`src/rtl/bouncing_box_renderer_pkg.sv`:
```
// Shared definitions for the bouncing box pixel source: active-area size,
// 24-bit colour constants and the box state encoding.
package bouncing_box_renderer_pkg;

  localparam int H_ACTIVE = 640;
  localparam int V_ACTIVE = 480;

  localparam logic [23:0] BG_COLOR     = 24'h000040;
  localparam logic [23:0] BOX_COLOR    = 24'hFF8000;
  localparam logic [23:0] FLASH_COLOR  = 24'hFFFFFF;
  localparam logic [23:0] BORDER_COLOR = 24'h00FF00;

  typedef enum logic {
    RUN   = 1'b0,
    FLASH = 1'b1
  } state_t;

endpackage

```
`src/rtl/bouncing_box_renderer_axis_bouncer.sv`:
```
// One axis of box motion: position and direction, clamped to [0, LIMIT-BOX_SIZE].
// bounce_o reports whether the next step would hit an edge; the parent
// qualifies it with its own step enable.
module axis_bouncer
  import bouncing_box_renderer_pkg::*;
#(
  parameter int LIMIT    = H_ACTIVE,
  parameter int BOX_SIZE = 32,
  parameter int STEP     = 2,
  parameter int INIT     = 0
) (
  input  logic        CLOCK_50,
  input  logic        reset,
  input  logic        step_i,
  output logic [10:0] pos_o,
  output logic        bounce_o
);

  localparam logic [10:0] LIM_W  = 11'(LIMIT);
  localparam logic [10:0] SIZE_W = 11'(BOX_SIZE);
  localparam logic [10:0] STEP_W = 11'(STEP);
  localparam logic [10:0] INIT_W = 11'(INIT);

  logic [10:0] pos_q, pos_d;
  logic        dir_q, dir_d;  // 1 = moving towards LIMIT

  // Next position and direction for one step, with edge clamping.
  always_comb begin
    pos_d    = pos_q;
    dir_d    = dir_q;
    bounce_o = 1'b0;
    if (dir_q) begin
      if (pos_q + SIZE_W + STEP_W > LIM_W) begin
        pos_d    = LIM_W - SIZE_W;
        dir_d    = 1'b0;
        bounce_o = 1'b1;
      end else begin
        pos_d = pos_q + STEP_W;
      end
    end else begin
      if (pos_q < STEP_W) begin
        pos_d    = '0;
        dir_d    = 1'b1;
        bounce_o = 1'b1;
      end else begin
        pos_d = pos_q - STEP_W;
      end
    end
  end

  // Commit the step only on an enabled frame tick.
  always_ff @(posedge CLOCK_50) begin
    if (reset) begin
      pos_q <= INIT_W;
      dir_q <= 1'b1;
    end else if (step_i) begin
      pos_q <= pos_d;
      dir_q <= dir_d;
    end
  end

  assign pos_o = pos_q;

endmodule

```
`src/rtl/bouncing_box_renderer.sv`:
```
// Bouncing box pixel source for the VGA timing block. Returns the colour of
// the pixel at next_x/next_y one CLOCK_50 cycle later. The box moves once per
// frame (at the start of vertical blank) and flashes white after each bounce.
// Optional build macro BORDER_EN adds a one-pixel green frame around the
// active area.
module bouncing_box_renderer
  import bouncing_box_renderer_pkg::*;
#(
  parameter int BOX_SIZE     = 32,
  parameter int STEP         = 2,
  parameter int FLASH_FRAMES = 8,
  parameter int INIT_X       = 100,
  parameter int INIT_Y       = 60
) (
  input  logic       CLOCK_50,
  input  logic       reset,
  input  logic [9:0] next_x,
  input  logic [9:0] next_y,
  input  logic       pause,
  output logic [7:0] red,
  output logic [7:0] green,
  output logic [7:0] blue,
  output logic       frame_tick,
  output logic       hit
);

  localparam logic [9:0]  H_LIM        = 10'(H_ACTIVE);
  localparam logic [9:0]  V_LIM        = 10'(V_ACTIVE);
  localparam logic [10:0] SIZE_W       = 11'(BOX_SIZE);
  localparam logic [7:0]  FLASH_RELOAD = 8'(FLASH_FRAMES - 1);

  logic        vb_q;
  logic        frame_tick_q, hit_q;
  state_t      state_q;
  logic [7:0]  flash_cnt_q;
  logic [23:0] rgb_q, rgb_d;
  logic [10:0] box_x, box_y;
  logic        bounce_x, bounce_y;
  logic        tick_w, step_w, bounce_w;

  // Rising edge of "row 480 is being scanned" marks the start of vertical blank.
  assign tick_w   = (next_y == V_LIM) && !vb_q;
  assign step_w   = tick_w && !pause;
  assign bounce_w = step_w && (bounce_x || bounce_y);

  axis_bouncer #(
    .LIMIT   (H_ACTIVE),
    .BOX_SIZE(BOX_SIZE),
    .STEP    (STEP),
    .INIT    (INIT_X)
  ) u_axis_x (
    .CLOCK_50(CLOCK_50),
    .reset   (reset),
    .step_i  (step_w),
    .pos_o   (box_x),
    .bounce_o(bounce_x)
  );

  axis_bouncer #(
    .LIMIT   (V_ACTIVE),
    .BOX_SIZE(BOX_SIZE),
    .STEP    (STEP),
    .INIT    (INIT_Y)
  ) u_axis_y (
    .CLOCK_50(CLOCK_50),
    .reset   (reset),
    .step_i  (step_w),
    .pos_o   (box_y),
    .bounce_o(bounce_y)
  );

  // Frame tick / hit pulses and the RUN/FLASH state with its frame counter.
  always_ff @(posedge CLOCK_50) begin
    if (reset) begin
      vb_q         <= 1'b0;
      frame_tick_q <= 1'b0;
      hit_q        <= 1'b0;
      state_q      <= RUN;
      flash_cnt_q  <= '0;
    end else begin
      vb_q         <= (next_y == V_LIM);
      frame_tick_q <= tick_w;
      hit_q        <= bounce_w;
      if (step_w) begin
        case (state_q)
          RUN: begin
            if (bounce_w) begin
              state_q     <= FLASH;
              flash_cnt_q <= FLASH_RELOAD;
            end
          end
          FLASH: begin
            if (bounce_w) begin
              flash_cnt_q <= FLASH_RELOAD;
            end else if (flash_cnt_q == 8'd0) begin
              state_q <= RUN;
            end else begin
              flash_cnt_q <= flash_cnt_q - 8'd1;
            end
          end
          default: state_q <= RUN;
        endcase
      end
    end
  end

  // Colour of the pixel being scanned; box overrides border overrides background.
  always_comb begin
    logic visible, in_box;
    visible = (next_x < H_LIM) && (next_y < V_LIM);
    in_box  = ({1'b0, next_x} >= box_x) && ({1'b0, next_x} < box_x + SIZE_W) &&
              ({1'b0, next_y} >= box_y) && ({1'b0, next_y} < box_y + SIZE_W);
    rgb_d = 24'h000000;
    if (visible) begin
      rgb_d = BG_COLOR;
`ifdef BORDER_EN
      if (next_x == 10'd0 || next_x == H_LIM - 10'd1 ||
          next_y == 10'd0 || next_y == V_LIM - 10'd1) begin
        rgb_d = BORDER_COLOR;
      end
`endif
      if (in_box) begin
        rgb_d = (state_q == FLASH) ? FLASH_COLOR : BOX_COLOR;
      end
    end
  end

  // Register the pixel colour (one cycle latency from the scan coordinates).
  always_ff @(posedge CLOCK_50) begin
    if (reset) begin
      rgb_q <= '0;
    end else begin
      rgb_q <= rgb_d;
    end
  end

  assign red        = rgb_q[23:16];
  assign green      = rgb_q[15:8];
  assign blue       = rgb_q[7:0];
  assign frame_tick = frame_tick_q;
  assign hit        = hit_q;

endmodule
```
`config.mk`:
```
export PLATFORM = sky130hd
export DESIGN_NAME = bouncing_box_renderer
export DESIGN_NICKNAME = d
export VERILOG_FILES = /design/src/rtl/bouncing_box_renderer_pkg.sv /design/src/rtl/bouncing_box_renderer_axis_bouncer.sv /design/src/rtl/bouncing_box_renderer.sv
export SDC_FILE = /design/constraint.sdc
export NUM_CORES = 1
export LEC_CHECK = 0
export BUFFER_PORTS_ARGS = -buffer_cell sky130_fd_sc_hd__buf_2
export CORE_UTILIZATION = 36
export DETAILED_ROUTE_END_ITERATION = 6
export GPL_TIMING_DRIVEN = 1
export PLACE_DENSITY = 0.53
export SYNTH_ARGS = -nofsm -noshare
export SYNTH_HDL_FRONTEND = slang
export SYNTH_SLANG_ARGS = --single-unit
```
`constraint.sdc`:
```
create_clock -name CLOCK_50 -period 3.2 [get_ports CLOCK_50]
set_clock_uncertainty 0.15 [all_clocks]
set_input_delay 0.16 -clock CLOCK_50 [delete_from_list [all_inputs] [get_ports CLOCK_50]]
set_output_delay 0.16 -clock CLOCK_50 [all_outputs]
set_load 0.05 [all_outputs]
```
* After elaboration in Yosys (flattened, before gate mapping)
Index checks and enable logic that the tools add are counted.
** Word-level totals
- Bits in registers :: 52
- Input port bits :: 23
- Output and inout port bits :: 26
** Operators by class
- Add/subtract/negate cells :: 9
- $lt $le $gt $ge :: 10
- Equal/unequal tests :: 3
- Multiplexer cells :: 26
- Bitwise gates (word level) :: 3
- Reductions and logical operators :: 14
** Operators with widths (count)
- $mux 11 :: 6
- $add 11x2->11 const B :: 4
- $mux 8 :: 3
- $add 11x6->11 const B :: 2
- $ge 10x11->1 :: 2
- $lt 10x11->1 :: 2
- $lt 11x2->1 const B :: 2
- $sub 11x2->11 const B :: 2
- $pmux 8 s2 :: 1
- $mux 15 :: 1
- $mux 1 :: 13
- $gt 11x10->1 const B :: 1
- $gt 11x9->1 const B :: 1
- $eq 10x9->1 const B :: 1
- $lt 10x10->1 const B :: 1
- $lt 10x9->1 const B :: 1
- $logic_not 8->1 :: 1
- $sub 8x1->8 const B :: 1
- $logic_and 1x1->1 :: 7
- $mux 7 :: 1
- $ne 3x3->1 const B :: 1
- $not 1->1 :: 3
- $reduce_and 3->1 :: 1
- $reduce_or 3->1 :: 1
- other kinds (5) :: 6

* Depth between registers and ports, before layout
- Word-level depth :: 9
- Gate-level depth with buffers :: 11
- Gate-level depth less buffers :: 10

* By module
From an unflattened synthesis, not the netlist that was laid out.
** Unflattened totals
- Cell total of the unflattened synthesis :: 509
- Area, all modules :: 3846.2 µm²
** By module, submodules not included
- bouncing_box_renderer :: instances 1, cells an instance 208, area each 1685.4 µm², seq. area each 300.3 µm²
- axis_bouncer (u_axis_x) :: instances 1, cells an instance 152, area each 1112.3 µm², seq. area each 220.2 µm²
- axis_bouncer (u_axis_y) :: instances 1, cells an instance 149, area each 1048.5 µm², seq. area each 220.2 µm²

* Worst setup path before layout
Ideal clock, no wire load.
- Path kind :: flip-flop to flip-flop
- Start :: reg u_axis_x.pos_q[5] (netlist: u_axis_x.pos_o[5])
- End :: reg flash_cnt_q[3]
- Setup time :: 0.086 ns
- Arrival time :: 2.640 ns
- Required time :: 2.964 ns
- Path slack :: 0.324 ns
- Cell stages (with the launch flop) :: 11
- Period minus slack after synthesis :: 2.876 ns
- Cell sequence :: dfxtp_1 -> buf_2 -> inv_1 -> ha_1 -> xnor2_1 -> o41ai_1 -> a311oi_1 -> a311oi_4 -> a21oi_2 -> or2_4 -> a221oi_2
** On the way
- Longest elaborated chain between the ends :: 9
- Elaborated cells between the ends (all ways) :: 14
- Classes of those cells :: add/sub: 2; order compare: 2; eq/ne: 2; mux: 5; reduce/logical: 3
** RTL lines
- from (decl) :: RTL line bouncing_box_renderer_axis_bouncer.sv:24 : logic [10:0] pos_q, pos_d;
- from (signal assigned) :: RTL line bouncing_box_renderer_axis_bouncer.sv:57 : pos_q <= pos_d;
- $add 11x6->11 :: RTL line bouncing_box_renderer_axis_bouncer.sv:33 : if (pos_q + SIZE_W + STEP_W > LIM_W) begin
- $add 11x2->11 :: RTL line bouncing_box_renderer_axis_bouncer.sv:33
- $gt 11x10->1 :: RTL line bouncing_box_renderer_axis_bouncer.sv:33
- $mux 1 :: RTL line bouncing_box_renderer_axis_bouncer.sv:33
- $mux 1 * :: RTL line bouncing_box_renderer_axis_bouncer.sv:32 : if (dir_q) begin
- $logic_or 1x1->1 * :: RTL line bouncing_box_renderer.sv:44 : assign bounce_w = step_w && (bounce_x || bounce_y);
- $logic_and 1x1->1 * :: RTL line bouncing_box_renderer.sv:44
- $ne 3x3->1 (no line) (tied with other cells)
- $reduce_and 3->1 (no line) / $pmux 8 s2 (equally long branches)
- to (signal assigned) :: RTL line bouncing_box_renderer.sv:98 : flash_cnt_q <= flash_cnt_q - 8'd1;
- to (decl) :: RTL line bouncing_box_renderer.sv:35 : logic [7:0] flash_cnt_q;
Mark *: on every way between the ends. The rest lies on a longest branch, timed or not.
A chain may end at the register's enable or synchronous reset.

* Worst setup path in the final report
- Start :: reg u_axis_y.pos_q[5] (netlist: u_axis_y.pos_o[5])
- End :: reg rgb_q[6]
** On the way
- Longest elaborated chain between the ends :: 4
- Elaborated cells between the ends (all ways) :: 6
- Classes of those cells :: add/sub: 1; order compare: 2; mux: 1; reduce/logical: 2
** RTL lines
- from (decl) :: RTL line bouncing_box_renderer_axis_bouncer.sv:24
- from (signal assigned) :: RTL line bouncing_box_renderer_axis_bouncer.sv:57
- $add 11x6->11 / $ge 10x11->1 (equally long branches) :: RTL line bouncing_box_renderer.sv:112 : ({1'b0, next_y} >= box_y) && ({1'b0, next_y} < box_y + SIZE_W);
- $lt 10x11->1 / $logic_and 1x1->1 (equally long branches) :: RTL line bouncing_box_renderer.sv:112, bouncing_box_renderer.sv:111
- $logic_and 1x1->1 * :: RTL line bouncing_box_renderer.sv:112
- $mux 7 * :: RTL line bouncing_box_renderer.sv:122 : if (in_box) begin
- to (signal assigned) :: RTL line bouncing_box_renderer.sv:133 : rgb_q <= rgb_d;
- to (decl) :: RTL line bouncing_box_renderer.sv:36 : logic [23:0] rgb_q, rgb_d;
Marked as above.

==> results by group <==
CTS
  • Clock-pin slew on the worst setup and hold paths: approximately 90 ps
  • Root Buffer: clkbuf_8
  • CTS Buffer Depth: 2
  • CTS tree: built
  • Post-CTS Hold Buffers: 0
  • Clk sink count: 37
  • Total CTS buffers: 5
  • Worst-skew pair later-pin latency: 300 ps
  • H-tree depth: 2

GRT
  • Global Route Usage Sum: ~18%
  • First-pass GRT wire length: 16100 um
  • Initial antenna violation count: 0
  • Largest net degree at the start of global routing: 27
  • Grt ovf: 0
  • Vias in the first global route: 3258

Worst setup path
  • Crit Path Max Fanout: 10
  • WP buf/inv: 0
  • CP Depth: 9
  • Reg2reg setup slack: between 200 and 250 ps
  • Crit. End Element: flop
  • Worst Path Required: roughly 3200 ps
  • WP data arrival: ~3000 ps
  • CP max stage cell: dfxtp_1
  • CP delay by family, top: compound AO/OA/AOI/OAI gates
  • CP Launch Type: flop
  • Crit path cell chain: ha_1 > nand3_1 > xnor2_2 > ha_1 > a21oi_1 > nor2_1 > a2111oi_0 > o31ai_1 > o41a_1
  • Most numerous cell on the critical path: ha_1
  • Slowest Stage Delay on Critical Path: roughly 530 ps
  • R2r endpoint: rgb_q[6]
  • CP Class: flop to flop
  • Register-to-Register Path Depth: 9
  • Worst r2r src: u_axis_y.pos_o[5]

Timing
  • Least-Margin Pin Slew: 624 ps
  • RSZ-0062 raised after global routing: no
  • Final setup fails: 0
  • Final Max Tran Viols: 0
  • Slew HR: between 50% and 60%
  • Maximum clock rate: ~340 MHz
  • Setup TNS: 0 ps
  • Final Hold Vio Count: 0
  • Tmin final: approximately 3000 ps
  • Final worst path period share: a little over 90%

Power
  • Lkg Pwr: about 1.7 nW
  • Max VDD drop: about 0.00013 V
  • Pwr/cell area: between 200 and 250 mW/mm2

Logic synthesis
  • Warnings, synthesis: 0
  • Top FF cell, synth: dfxtp_1
  • Cell count after synthesis: between 400 and 500
  • Asr flop ratio synth: 0%
  • Commonest cells in the netlist: ha_1 (40), dfxtp_1 (37), nor2_1 (33), inv_1 (32), a21oi_1 (31)
  • Synth top area share: a little under 20%
  • Mean area per synthesized cell: approximately 8 um2
  • Number of synthesized register bits: 37
  • Simple-gate share of the synthesized area: 21.9%
  • Biggest area consumer among synthesized cells: dfxtp_1
  • Synth Net Count: 535
  • Register area share after synthesis: 19.9%
  • Netlist cell types: 77
  • Post-synthesis instance area: around 0.0037 mm2
  • Top-count cell post-synth: ha_1
  • Mux contribution to synthesized area: less than 1%
  • Main combinational cell family by area after synthesis: compound AO/OA/AOI/OAI gates
  • Synth Area in Compound Gates: around 28%
  • Synth top area cells: dfxtp_1 (20%), ha_1 (13%), buf_4 (5.2%)
  • XOR/XNOR Fraction of Synth Area: around 4.6%
  • Post-synth EDFFs: 0
  • Post-synthesis adder-cell area fraction: a little over an eighth

Worst hold path
  • Worst hold start: reset
  • WHS Endpoint: vb_q
  • Min-delay worst type: primary input to flop
  • Hold depth: 2

Finish
  • Diodes inserted: 0
  • Register area: approximately 740 um2
  • Design Area, Final: about 0.0041 mm2
  • Final Net Count: between 500 and 600
  • Fillers: approximately 1.1k
  • Final std cells w/o fill: ~630
  • Area Growth Syn to Fin: 8.59%
  • Fraction of layout cells with a size suffix above 1: roughly a fifth
  • Multi-input logic area: 0.00258 mm2

Placed design
  • Placed Cells incl. Taps: just over 600
  • DP HPWL: 7480 um
  • Port buffer count: 47
  • Final GP Congestion: approximately 0.87
  • Dpl cell area: 0.00396 mm2

Floorplanning
  • Core footprint: 0.00991 mm2
  • Chip height: between 100 and 150 um
  • Initial core utilization: a little under two fifths
  • # IOs: 49
  • Die area: between 0.01 and 0.015 mm2
  • Chip width: just over 100 um
  • # rows: 36

Route
  • Drt first pass iters: 5
  • DR iter-0 viols: 130
  • Detail Route Antenna Nets: 0
  • DR WL/cell: about 16 um
  • DRC viols: 0
  • Total number of vias: around 3.5k
  • Final WL: 9810 um
  • Vias per inst: between 5 and 6

Run
  • Number of max-cap violations: 0

Run status
  • Status: finished, final reports clean
how the worst max path moves through the flow:
| stage | slack (ps) | start | endpoint |
|---|---|---|---|
| 6_report | 220 | u_axis_y.pos_o[5] | rgb_q[6] |
| 5_1_grt | 6 | u_axis_y.pos_o[2] | u_axis_y.pos_o[2] |
| 4_1_cts | 100 | u_axis_y.pos_o[6] | rgb_q[6] |
| 3_5_place_dp | 30 | u_axis_y.pos_o[6] | rgb_q[6] |
| 3_3_place_gp | 140 | u_axis_y.pos_o[6] | rgb_q[6] |
| 2_1_floorplan | 320 | u_axis_x.pos_o[5] | flash_cnt_q[3] |
registers in the layout (all words and copies together), names as in the netlist:
register,cells
flash_cnt_q,8
frame_tick,1
hit,1
rgb_q,3
state_q,1
u_axis_x.dir_q,1
u_axis_x.pos_o,10
u_axis_y.dir_q,1
u_axis_y.pos_o,10
vb_q,1
cells in the final DEF, fill, tap and decap left out, types with 3 or more instances in the layout:
| master | instances |
|---|---|
| o21ai_0 | 23 |
| buf_4 | 16 |
| o31ai_1 | 5 |
| a31oi_1 | 4 |
| and2_1 | 4 |
| o2111ai_1 | 3 |
| a21o_1 | 3 |
| o21a_1 | 8 |
| nor3_1 | 14 |
| o211ai_1 | 7 |
| nand2_1 | 25 |
| dfxtp_1 | 36 |
| nor4_1 | 4 |
| buf_2 | 47 |
| a211oi_1 | 11 |
| nand3_1 | 20 |
| nand4b_1 | 5 |
| xnor2_1 | 13 |
| clkbuf_8 | 5 |
| nand4_1 | 6 |
| a211o_1 | 3 |
| or3_1 | 12 |
| nor2b_1 | 5 |
| a22oi_1 | 3 |
| and3_1 | 7 |
| nor2_1 | 33 |
| ha_1 | 40 |
| o2bb2ai_1 | 3 |
| o211a_1 | 3 |
| inv_1 | 32 |
| a2111oi_0 | 3 |
| a211oi_2 | 4 |
| a21oi_1 | 31 |
worst reg2reg max path: cells and delay by family (launching register included):
family,cells,cell delay (ps)
DFF,1,530
AOI/OAI and AO/OA,4,1180
and+or+nand+nor,2,200
xor gates and xnor gates,1,280
adders and majority gates,2,530
layout make-up:
cell class,instances,share of cell area (%)
multi-input cells,354,63.6
flip-flops and latches,37,18.3
repair buffers,63,8.77
well taps,133,4.11
inverters,33,3.06
clock buffers,5,1.70
clock inverters,3,0.432
through the flow:
step	hold WS [ps]	setup WS, ps	total power (W)	utilization, %
6_report	83.3	221	0.000885	40.9
5_1_grt	84.3	5.84	0.000927	40.9
4_1_cts	79.5	100	0.000899	40.9
3_5_place_dp	315	28.5	0.000554	39.9
3_3_place_gp	308	143	0.000553	39.9
2_1_floorplan	206	324	0.000521	-
repair_timing:
item / 4_1_cts / 5_1_grt
setup endpoints to repair: 1 / 3
setup buffers: 0 / 0
pin swaps: 0 / 0
gates cloned: 0 / 0
gates resized for setup: 1 / 1
layer usage:
metal  track usage [%]  wire length (um)
met3              3.52               354
met5                 0                 0
met2              30.9              4550
met1              23.4              4700
met4              5.92               206
cell families after synthesis:
group / Yosys count
adders and majority gates: 41
DFF: 37
muxes: 1
AOI/OAI and AO/OA: 142
buffers and inverters: 81
and+or+nand+nor: 152
xor gates and xnor gates: 18
power by group:
part	switching (W)	internal, W
Combinational	0.0000477	0.0000340
Clock	0.000191	0.000151
Sequential	0.000000330	0.000461
Total	0.000239	0.000646
(Power assumes the default switching activity.)
